<file path="config.mk">
export PLATFORM = sky130hd
export DESIGN_NAME = store_buffer
export DESIGN_NICKNAME = d
export VERILOG_FILES = /design/src/rtl/mips_mem_pkg.sv /design/src/rtl/sb_fwd_match.sv /design/src/rtl/store_buffer.sv
export SDC_FILE = /design/constraint.sdc
export NUM_CORES = 1
export LEC_CHECK = 0
export BUFFER_PORTS_ARGS = -buffer_cell sky130_fd_sc_hd__buf_2
export CAP_MARGIN = 20
export CELL_PAD_IN_SITES_DETAIL_PLACEMENT = 0
export CELL_PAD_IN_SITES_GLOBAL_PLACEMENT = 2
export CORE_AREA = 2 2 265 267
export CTS_CLUSTER_SIZE = 30
export DETAILED_ROUTE_END_ITERATION = 16
export DIE_AREA = 0 0 267 269
export GPL_ROUTABILITY_DRIVEN = 0
export PLACE_DENSITY_LB_ADDON = 0.1
export SYNTH_ARGS = -nofsm -noshare
export SYNTH_HDL_FRONTEND = slang
export SYNTH_SLANG_ARGS = --single-unit
</file>
<file path="constraint.sdc">
create_clock -name clk -period 9.8 [get_ports clk]
set_input_delay 0.49 -clock clk [delete_from_list [all_inputs] [get_ports clk]]
set_output_delay 0.49 -clock clk [all_outputs]
set_load 0.02 [all_outputs]
</file>
<file path="src/rtl/mips_mem_pkg.sv">
// Shared data-memory definitions: bus widths, word addressing and the store-buffer entry payload.
package mips_mem_pkg;

    localparam int unsigned ADDR_W      = 32;
    localparam int unsigned DATA_W      = 32;
    localparam int unsigned WORD_OFFSET = 2;
    localparam int unsigned WADDR_W     = ADDR_W - WORD_OFFSET;

    typedef struct packed {
        logic [WADDR_W-1:0] addr;
        logic [DATA_W-1:0]  data;
        logic               valid;
    } sb_entry_t;

    function automatic logic [WADDR_W-1:0] word_addr(input logic [ADDR_W-1:0] byte_addr);
        return WADDR_W'(byte_addr >> WORD_OFFSET);
    endfunction

    function automatic logic [ADDR_W-1:0] byte_addr(input logic [WADDR_W-1:0] waddr);
        return {waddr, {WORD_OFFSET{1'b0}}};
    endfunction

endpackage

</file>
<file path="src/rtl/sb_fwd_match.sv">
// Store-to-load forwarding: finds the youngest valid buffered store whose word address matches the load.
module sb_fwd_match
    import mips_mem_pkg::*;
#(
    parameter int unsigned DEPTH = 4,
    parameter int unsigned PTR_W = $clog2(DEPTH)
) (
    input  sb_entry_t          entries_i [DEPTH],
    input  logic [PTR_W-1:0]   tail_i,
    input  logic [WADDR_W-1:0] load_waddr_i,
    output logic               hit_o,
    output logic [DATA_W-1:0]  data_o
);

    logic [PTR_W-1:0] idx;

    // Walk oldest to youngest so the youngest match is the last one to assign.
    always_comb begin
        hit_o  = 1'b0;
        data_o = '0;
        idx    = '0;
        for (int age = DEPTH; age > 0; age--) begin
            idx = tail_i - PTR_W'(age);
            if (entries_i[idx].valid && (entries_i[idx].addr == load_waddr_i)) begin
                hit_o  = 1'b1;
                data_o = entries_i[idx].data;
            end
        end
    end

endmodule

</file>
<file path="src/rtl/store_buffer.sv">
// Posted-write FIFO between the memory stage and data memory, with load forwarding and a shared memory port.
module store_buffer
    import mips_mem_pkg::*;
#(
    parameter int unsigned DEPTH = 4
) (
    input  logic              clk,
    input  logic              rst,
    input  logic              core_mem_read,
    input  logic              core_mem_write,
    input  logic [ADDR_W-1:0] core_addr,
    input  logic [DATA_W-1:0] core_wdata,
    output logic [DATA_W-1:0] core_rdata,
    output logic              stall,
    output logic              empty,
    input  logic              mem_ready,
    output logic              mem_read,
    output logic              mem_write,
    output logic [ADDR_W-1:0] mem_addr,
    output logic [DATA_W-1:0] mem_wdata,
    input  logic [DATA_W-1:0] mem_rdata
);

    localparam int unsigned PTR_W = $clog2(DEPTH);
    localparam int unsigned CNT_W = PTR_W + 1;

    sb_entry_t          entries_q [DEPTH];
    sb_entry_t          entries_d [DEPTH];
    logic [PTR_W-1:0]   head_q, head_d;
    logic [PTR_W-1:0]   tail_q, tail_d;
    logic [CNT_W-1:0]   count_q, count_d;

    logic [WADDR_W-1:0] core_waddr;
    logic               fwd_hit;
    logic [DATA_W-1:0]  fwd_data;
    logic               load_hit;
    logic               load_miss;
    logic               full;
    logic               drain;
    logic               push;
    sb_entry_t          head_entry;

    assign core_waddr = word_addr(core_addr);
    assign head_entry = entries_q[head_q];

    sb_fwd_match #(
        .DEPTH (DEPTH),
        .PTR_W (PTR_W)
    ) u_fwd_match (
        .entries_i    (entries_q),
        .tail_i       (tail_q),
        .load_waddr_i (core_waddr),
        .hit_o        (fwd_hit),
        .data_o       (fwd_data)
    );

    // A load miss owns the memory port; drains and pushes only proceed around it.
    always_comb begin
        full      = (count_q == CNT_W'(DEPTH));
        load_hit  = core_mem_read && fwd_hit;
        load_miss = core_mem_read && !fwd_hit;
        drain     = mem_ready && (count_q != '0) && !load_miss;
        push      = core_mem_write && !core_mem_read && (!full || drain);
        stall     = (load_miss && !mem_ready)
                  || (core_mem_write && core_mem_read)
                  || (core_mem_write && !core_mem_read && !push);
        empty     = (count_q == '0);
    end

    // Memory port mux and load data return.
    always_comb begin
        mem_read   = 1'b0;
        mem_write  = 1'b0;
        mem_addr   = core_addr;
        mem_wdata  = '0;
        core_rdata = load_hit ? fwd_data : mem_rdata;
        if (load_miss) begin
            mem_read = 1'b1;
        end else if (drain) begin
            mem_write = 1'b1;
            mem_addr  = byte_addr(head_entry.addr);
            mem_wdata = head_entry.data;
        end
    end

    // Pop is applied before push so a full buffer can recycle the head slot in one cycle.
    always_comb begin
        entries_d = entries_q;
        head_d    = head_q;
        tail_d    = tail_q;
        if (drain) begin
            entries_d[head_q].valid = 1'b0;
            head_d                  = head_q + PTR_W'(1);
        end
        if (push) begin
            entries_d[tail_q] = '{addr: core_waddr, data: core_wdata, valid: 1'b1};
            tail_d            = tail_q + PTR_W'(1);
        end
        count_d = count_q + CNT_W'(push) - CNT_W'(drain);
    end

    always_ff @(posedge clk or posedge rst) begin
        if (rst) begin
            head_q  <= '0;
            tail_q  <= '0;
            count_q <= '0;
            for (int i = 0; i < DEPTH; i++) begin
                entries_q[i] <= '0;
            end
        end else begin
            head_q    <= head_d;
            tail_q    <= tail_d;
            count_q   <= count_d;
            entries_q <= entries_d;
        end
    end

endmodule

</file>
==> results of run 1 <==
## final timing paths
kind / slack (ns) / end / startpoint
worst max-delay path: 2.22 / mem_addr[27] / tail_q[0]
worst min-delay path: 0.1 / entries_q[219] / rst
worst max register to register: 2.79 / count_q[2] / tail_q[0]
worst min register to register: 0.54 / count_q[0] / count_q[0]
max in group asynchronous: 8.18 / entries_q[237] / rst
min in group clk: 0.20 / entries_q[135] / core_wdata[8]
## cell families after synthesis
family | after synthesis | synth area share [%]
adder cells (fa/ha/maj) | 11 | 0.685
AND/OR/NAND/NOR | 231 | 5.80
XOR/XNOR | 107 | 4.42
buffers and inverters | 197 | 3.89
AO/OA/AOI/OAI | 302 | 8.59
flip-flops | 259 | 30.6
multiplexers | 619 | 46.0
## routing by layer
metal	GRT usage [%]	wire, um	up-vias
met5	0	13	-
met4	6.74	2080	2
met3	3.01	3360	99
met2	37.5	39300	452
met1	28.5	33300	8513
li1	-	-	6935
## power by group
part | internal (mW) | total, mW | switching [mW]
clock | 0.921 | 1.47 | 0.552
combinational | 3.07 | 5.64 | 2.57
sequential | 1.61 | 2.61 | 0.998
total | 5.60 | 9.72 | 4.12
## cell type report
type                            count  area [um2]
Antenna cell                        4        10.0
Clock buffer                       52        1100
Clock inverter                     16         221
Fill cell                        6872       45000
Inverter                           22        90.1
Multi-Input combinational cell   1270       14000
Sequential cell                   259        6500
Tap cell                          940        1180
Timing Repair Buffer              231        1250
## worst max-delay path, stage by stage (launching register included)
cell and delay [ns]:
dfrtp_4 0.99, clkinv_1 0.30, ha_4 0.92, mux4_2 0.62, xnor2_1 0.43, nand4_1 0.26
nor4_1 0.25, o221ai_1 0.25, nor4b_4 0.33, buf_4 0.55, nor4_2 0.20, a211oi_4 0.29
buf_4 0.45, mux2_1 0.37, buf_2 0.16
## synth_stat cells, types with 3 or more instances
cell type	number	area share, %
buf_2	21	0.50
a21oi_1	122	2.9
and2_1	34	1.0
mux2i_1	108	5.1
xnor2_1	85	3.5
o211ai_1	8	0.28
a2111oi_0	6	0.25
mux2_2	221	12
a211oi_1	6	0.21
nor2b_1	36	1.1
nor3_1	13	0.31
o221ai_1	6	0.25
inv_1	19	0.34
o22ai_1	11	0.32
nand3_1	37	0.87
nor2_1	20	0.35
buf_1	35	0.62
a31oi_1	6	0.18
xor2_1	22	0.91
a21o_1	32	1.1
o2111ai_1	5	0.21
clkbuf_1	107	1.9
buf_6	4	0.21
nand4_1	11	0.32
mux4_2	260	28
dfrtp_1	259	31
o2bb2ai_1	3	0.12
ha_1	10	0.59
mux2_1	30	1.6
a221oi_1	3	0.12
o21ai_0	77	1.8
nand2_1	58	1.0
buf_4	8	0.28
nor4_1	10	0.30
## registers in the layout, indices dropped and copies added, names as in the netlist
name and flops:
entries_q 252, count_q 3, head_q 2, tail_q 2
## layout by cell type (no fill, tap or decap), types with 3 or more instances in the layout
master / instances
a211oi_1: 6
nor2_1: 20
dfrtp_4: 4
a31oi_1: 6
nand4_1: 11
buf_2: 200
nor3_1: 13
mux4_2: 260
buf_4: 30
inv_6: 3
ha_1: 9
o21ai_0: 77
a2111oi_0: 6
clkbuf_8: 8
clkbuf_16: 39
o2bb2ai_1: 3
o221ai_1: 6
clkbuf_1: 5
a21oi_1: 122
mux2_1: 30
xor2_1: 22
nand2_4: 4
mux2_2: 221
inv_1: 18
clkinv_2: 6
dfrtp_1: 255
xnor2_1: 85
nand2_1: 54
nor4_1: 9
o211ai_1: 8
diode_2: 4
a221oi_1: 3
a21o_1: 32
mux2i_1: 108
o22ai_1: 11
nand3_1: 37
nor2b_1: 36
bufinv_16: 5
and2_1: 34
o2111ai_1: 5
## through the flow
step / hold WS (ns) / total power, mW / cells / cell area, um2
after global placement: 0.534 / 8.26 / 2721 / 23000
after CTS: 0.137 / 9.84 / 2789 / 24300
final: 0.0972 / 9.72 / 2794 / 24300
after floorplan: 0.503 / 6.69 / 1726 / 21200
after detailed placement: 0.535 / 8.29 / 2721 / 23000
after global routing: 0.168 / 10.3 / 2793 / 24300
==> impl_metrics.tcl, run 1 <==
set metrics [dict create \
    syn_area_um2 21200 \
    syn_to_final_growth_pct 14.8 \
    dieWidth_um 267 \
    min_path_type "primary input to asynchronous set/reset pin" \
    cellLeakagePower_nw 9.62 \
    ys_seq_area_share_pct 30.6 \
    synth.distinct_cells 61 \
    utilization_pct 35.1 \
    post_cts_buffers 0 \
    synth.avg_cell_area_um2 12.3 \
    max_slew.worst_pin.slew_ns 1.07 \
    htreeDepth 2 \
    cp_max_fo 58 \
    synth_seq_cells 259 \
    timing.final.crit_period_ns 7.58 \
    cts_hold_buf 0 \
    power_density_nw_per_um2 399 \
    grt_pass1_vias 16500 \
    antenna_left 0 \
    slew_viol_final 0 \
    io_buffers 200 \
    crit_path_end_kind "output pin" \
    rows 97 \
    cts_tree "done" \
    synthCells 1726 \
    vias 16000 \
    path_clk_slew_ns 0.06 \
    dieArea_um2 71800 \
    setup_viol 0 \
    setup_tns_ns 0 \
    track_usage_pct 21.8 \
    via_per_inst 5.73 \
    drcViolationCount 0 \
    slew_headroom_pct 28.2 \
    hold_viol_final 0 \
    layout-drive-gt1-share_pct 43.1 \
    startpoint_type "register" \
    drv_cap 0 \
    grt_pass1_wl_mm 116 \
    drt-initial-drc-count 1018 \
    finalClockSkew_ns 0.0149 \
    max_freq_ghz 0.132 \
    cts_buffers 37 \
    pre_cts_slack_ns 2.74 \
    finalWorstSetupSlack_ns 2.22 \
    grt_start_max_net_pins 117 \
    initial_core_util_pct 30.6 \
    run_status "finished clean" \
    dp.final_hpwl_mm 50.7 \
    synth_flop_cell "dfrtp_1" \
    root_buffer "clkbuf_16" \
    chipHeight_um 269 \
    post-route-period-util_pct 77.3 \
    synth.net_count 1838 \
    cp.required_ns 9.31 \
    coreArea_um2 69300 \
    insertion_delay_ns 0.56 \
    first_pass_iters 5 \
    async_reset_ff_share_pct 100 \
    antenna_found_initial 5 \
    r2r_cells 17 \
    arrival_ns 7.09 \
    numClockSinks 259 \
    wirelength_mm 78.1 \
    wire_per_inst_um 27.9 \
    synth_edf_count 0 \
    irDropWorstVdd_mv 0.235 \
    rsz0062_at_grt "false" \
    overflow 0 \
    cts_resized 0 \
    clk_path_buf_depth 3 \
    path_class "register to output pin" \
    yosysWarnings 0 \
    nNetsFinal 1933 \
    io_pins 201 \
]
Note: power is estimated with default switching activity, not from simulation.
==> run 2, diff against run 1 <==
- ABC_AREA: not set -> 1
- CORE_AREA: 2 2 265 267 -> 2 2 270 272
- DIE_AREA: 0 0 267 269 -> 0 0 272 274
- clock period: 9.8 -> 7.3 ns (I/O delays scaled with it)
==> impl_metrics.tcl, run 2 <==
set metrics [dict create \
    run_status "finished clean" \
    drv_cap 0 \
    hold_viol_final 0 \
    fill_cells 7989 \
    drt-initial-drc-count 2278 \
    cellLeakagePower_nw 12.2 \
    io_buffers 200 \
    layout-drive-gt1-share_pct 8.68 \
    layout_commonest_cell "nand2_1" \
    synth_common_cells "nand2_1, o21ai_0, nor2_1" \
    root_buffer "clkbuf_16" \
    path_class "register to output pin" \
    synth_flop_cell "dfrtp_1" \
    finalWorstSetupSlack_ns 0.671 \
    max_stage_delay_ns 0.84 \
    rsz0062_at_grt "false" \
    numClockSinks 259 \
    slowest_stage "buf_4" \
    grt_start_max_net_pins 143 \
    path_clk_slew_ns 0.06 \
    postPlaceCellArea_um2 23300 \
    setup_viol 0 \
    syn_to_final_growth_pct 11.2 \
    vias 25400 \
    yosysWarnings 0 \
    synth_xor_area_share_pct 0.398 \
    via_per_inst 5.38 \
    cts_tree "done" \
    dp.final_hpwl_mm 64.7 \
    nNetsFinal 3854 \
    insertion_delay_ns 0.57 \
    cts_resized 0 \
    dp.cells 4663 \
    first_pass_iters 8 \
    timing.final.crit_period_ns 6.63 \
    synthCells 3786 \
    track_usage_pct 26.5 \
    ys_seq_area_share_pct 29.4 \
    utilization_pct 34.0 \
    max_freq_ghz 0.151 \
    critPathTopFamily "buffers and inverters" \
    htreeDepth 2 \
    overflow 0 \
    synth_top_cell_by_area "dfrtp_1" \
    largest_register_ffs 252 \
    synth.area.mux_share_pct 0 \
    reg_top3 "entries_q: 252 flops, count_q: 3 flops" \
    switching_share_pct 57.0 \
    synth_compound_area_share_pct 13.2 \
    max_slew.worst_pin.slew_ns 1.08 \
    finalClockSkew_ns 0.0211 \
    wire_per_inst_um 21.3 \
    syn_area_um2 22000 \
    coreArea_um2 72000 \
    synth.avg_cell_area_um2 5.81 \
    cp_num_buf_inv 6 \
    yosysMostFrequentCell "nand2_1" \
    post_cts_buffers 0 \
    post-route-period-util_pct 90.8 \
    switchingPower_mw 7.13 \
    yosys.area_share.simple_pct 47.9 \
    grt_pass1_wl_mm 152 \
    final_cell_area_um2 24500 \
    crit_path_end_kind "output pin" \
    slew_headroom_pct 28.0 \
    cts_hold_buf 0 \
    chipHeight_um 274 \
    layout_common_cells "nand2_1, o21ai_0, nor2_1, nand3_1, dfrtp_1" \
    setup_tns_ns 0 \
    p_comb_share_pct 61.9 \
    slew_viol_final 0 \
    synth_seq_cells 259 \
    rows 99 \
    synth_top_family_by_area "simple AND/OR/NAND/NOR gates" \
    power_density_nw_per_um2 511 \
    antenna_found_initial 3 \
    synthAdderAreaFrac_pct 0.659 \
    async_reset_ff_share_pct 100 \
    cp_max_fo 89 \
    top_register "entries_q" \
    power_frac_seq_pct 23.6 \
    final_cells 4728 \
    wirelength_mm 101 \
    cts_buffers 35 \
    grt_pass1_vias 23600 \
    cp_cell_sequence "inv_6 > buf_4 > nand2_1 > nand3_1 > nand3_1 > nand2_1 > nor2_1 > nand2_1 > nor2_1 > nand2_1 > nor2_1 > nor2_1 > nand3_2 > nand2_2 > buf_4 > inv_2 > buf_4 > o21ai_0 > buf_2" \
    synth.net_count 3898 \
    startpoint_type "register" \
    r2r_setup_slack_ns 1.35 \
    irDropWorstVdd_mv 0.253 \
    dieWidth_um 272 \
    pre_cts_slack_ns 1.31 \
    netlist_top_cells_area "dfrtp_1, nand2_1, o21ai_0" \
    arrival_ns 6.26 \
    power.internal_mw 5.38 \
    antenna_left 0 \
    dieArea_um2 74500 \
    synth_top_area_share_pct 29.4 \
    initial_core_util_pct 30.6 \
    clock_power_share_pct 14.5 \
    min_path_type "primary input to asynchronous set/reset pin" \
    drcViolationCount 0 \
    synth_edf_count 0 \
    synth.distinct_cells 30 \
    io_pins 201 \
    cp.required_ns 6.93 \
    clk_path_buf_depth 3 \
]
-- run 2: cell count changes after synthesis, sizes merged, moves of 37 or more --
cell / before / now
mux4: 260 / 0
nand2: 58 / 1408
nor3: 13 / 65
nor2: 20 / 430
xnor2: 85 / 1
mux2: 251 / 0
nand4: 11 / 248
o21ai: 77 / 473
mux2i: 108 / 0
clkbuf: 107 / 221
nand3: 37 / 340
inv: 20 / 115
a21oi: 122 / 68
buf: 68 / 105
-- run 2: per-stage QoR --
step | total power [mW] | hold slack [ns]
final | 12.5 | 0.0279
after global routing | 13.7 | 0.0700
after floorplan | 8.21 | 0.442
after global placement | 10.6 | 0.453
after detailed placement | 10.7 | 0.458
after CTS | 12.5 | 0.0517
-- run 2: final cells by class --
cell class,instances,area (um2),share of cell area [%]
multi-input cells,3085,13800,56.3
flip-flops and latches,259,6490,26.5
repair buffers,245,1370,5.61
well taps,959,1200,4.90
clock buffers,52,1050,4.30
inverters,116,450,1.84
clock inverters,9,119,0.486
diodes,3,7.51,0.0307
-- run 2: routing by layer --
metal  global-route usage (%)  wire, um  vias to the layer above
met5                        0        13                        -
met3                     2.56      5130                      141
li1                         -         -                    12400
met1                     34.0     43400                    12000
met2                     46.8     49400                      821
met4                     8.04      2930                        2
-- run 2: worst paths after layout --
kind                                start             end  depth (start not counted)
setup / recovery                tail_q[0]    mem_addr[31]                         19
hold / removal                        rst   entries_q[59]                          3
setup reg to reg                tail_q[0]  entries_q[167]                         20
hold reg to reg            entries_q[213]  entries_q[213]                          2
max in group asynchronous             rst       tail_q[0]                          4
min in group clk           core_wdata[22]   entries_q[86]                          3
-- run 2: cell families after synthesis --
logic type               Yosys count
AO/OA/AOI/OAI                    572
buffers and inverters            442
AND/OR/NAND/NOR                 2492
adder cells (fa/ha/maj)           11
flip-flops                       259
XOR/XNOR                          10
-- run 2: worst register-to-register path, cell delays in order, from the launching register on --
cell     delay [ns]
dfrtp_4        0.69
inv_6          0.34
buf_4          0.85
nand2_1        0.22
nand3_1        0.15
nand2_1        0.08
nand2_1        0.19
o21ai_0        0.12
nor2_1         0.20
nand2_1        0.12
nor2_1         0.10
nand2_1        0.05
nor2_1         0.28
nor2_1         0.16
nand3_2        0.13
nand2_2        0.10
nand2_8        0.48
nand3_4        0.75
buf_4          0.58
nand2_1        0.18
nand2_1        0.05
-- run 2: power groups by stage --
stage	logic (mW)	clock network [mW]	registers, mW
after CTS	7.72	1.86	2.95
after detailed placement	7.71	0	2.97
final	7.74	1.81	2.96
after global routing	8.74	1.91	3.06
after floorplan	5.66	0	2.55
after global placement	7.62	0	2.95
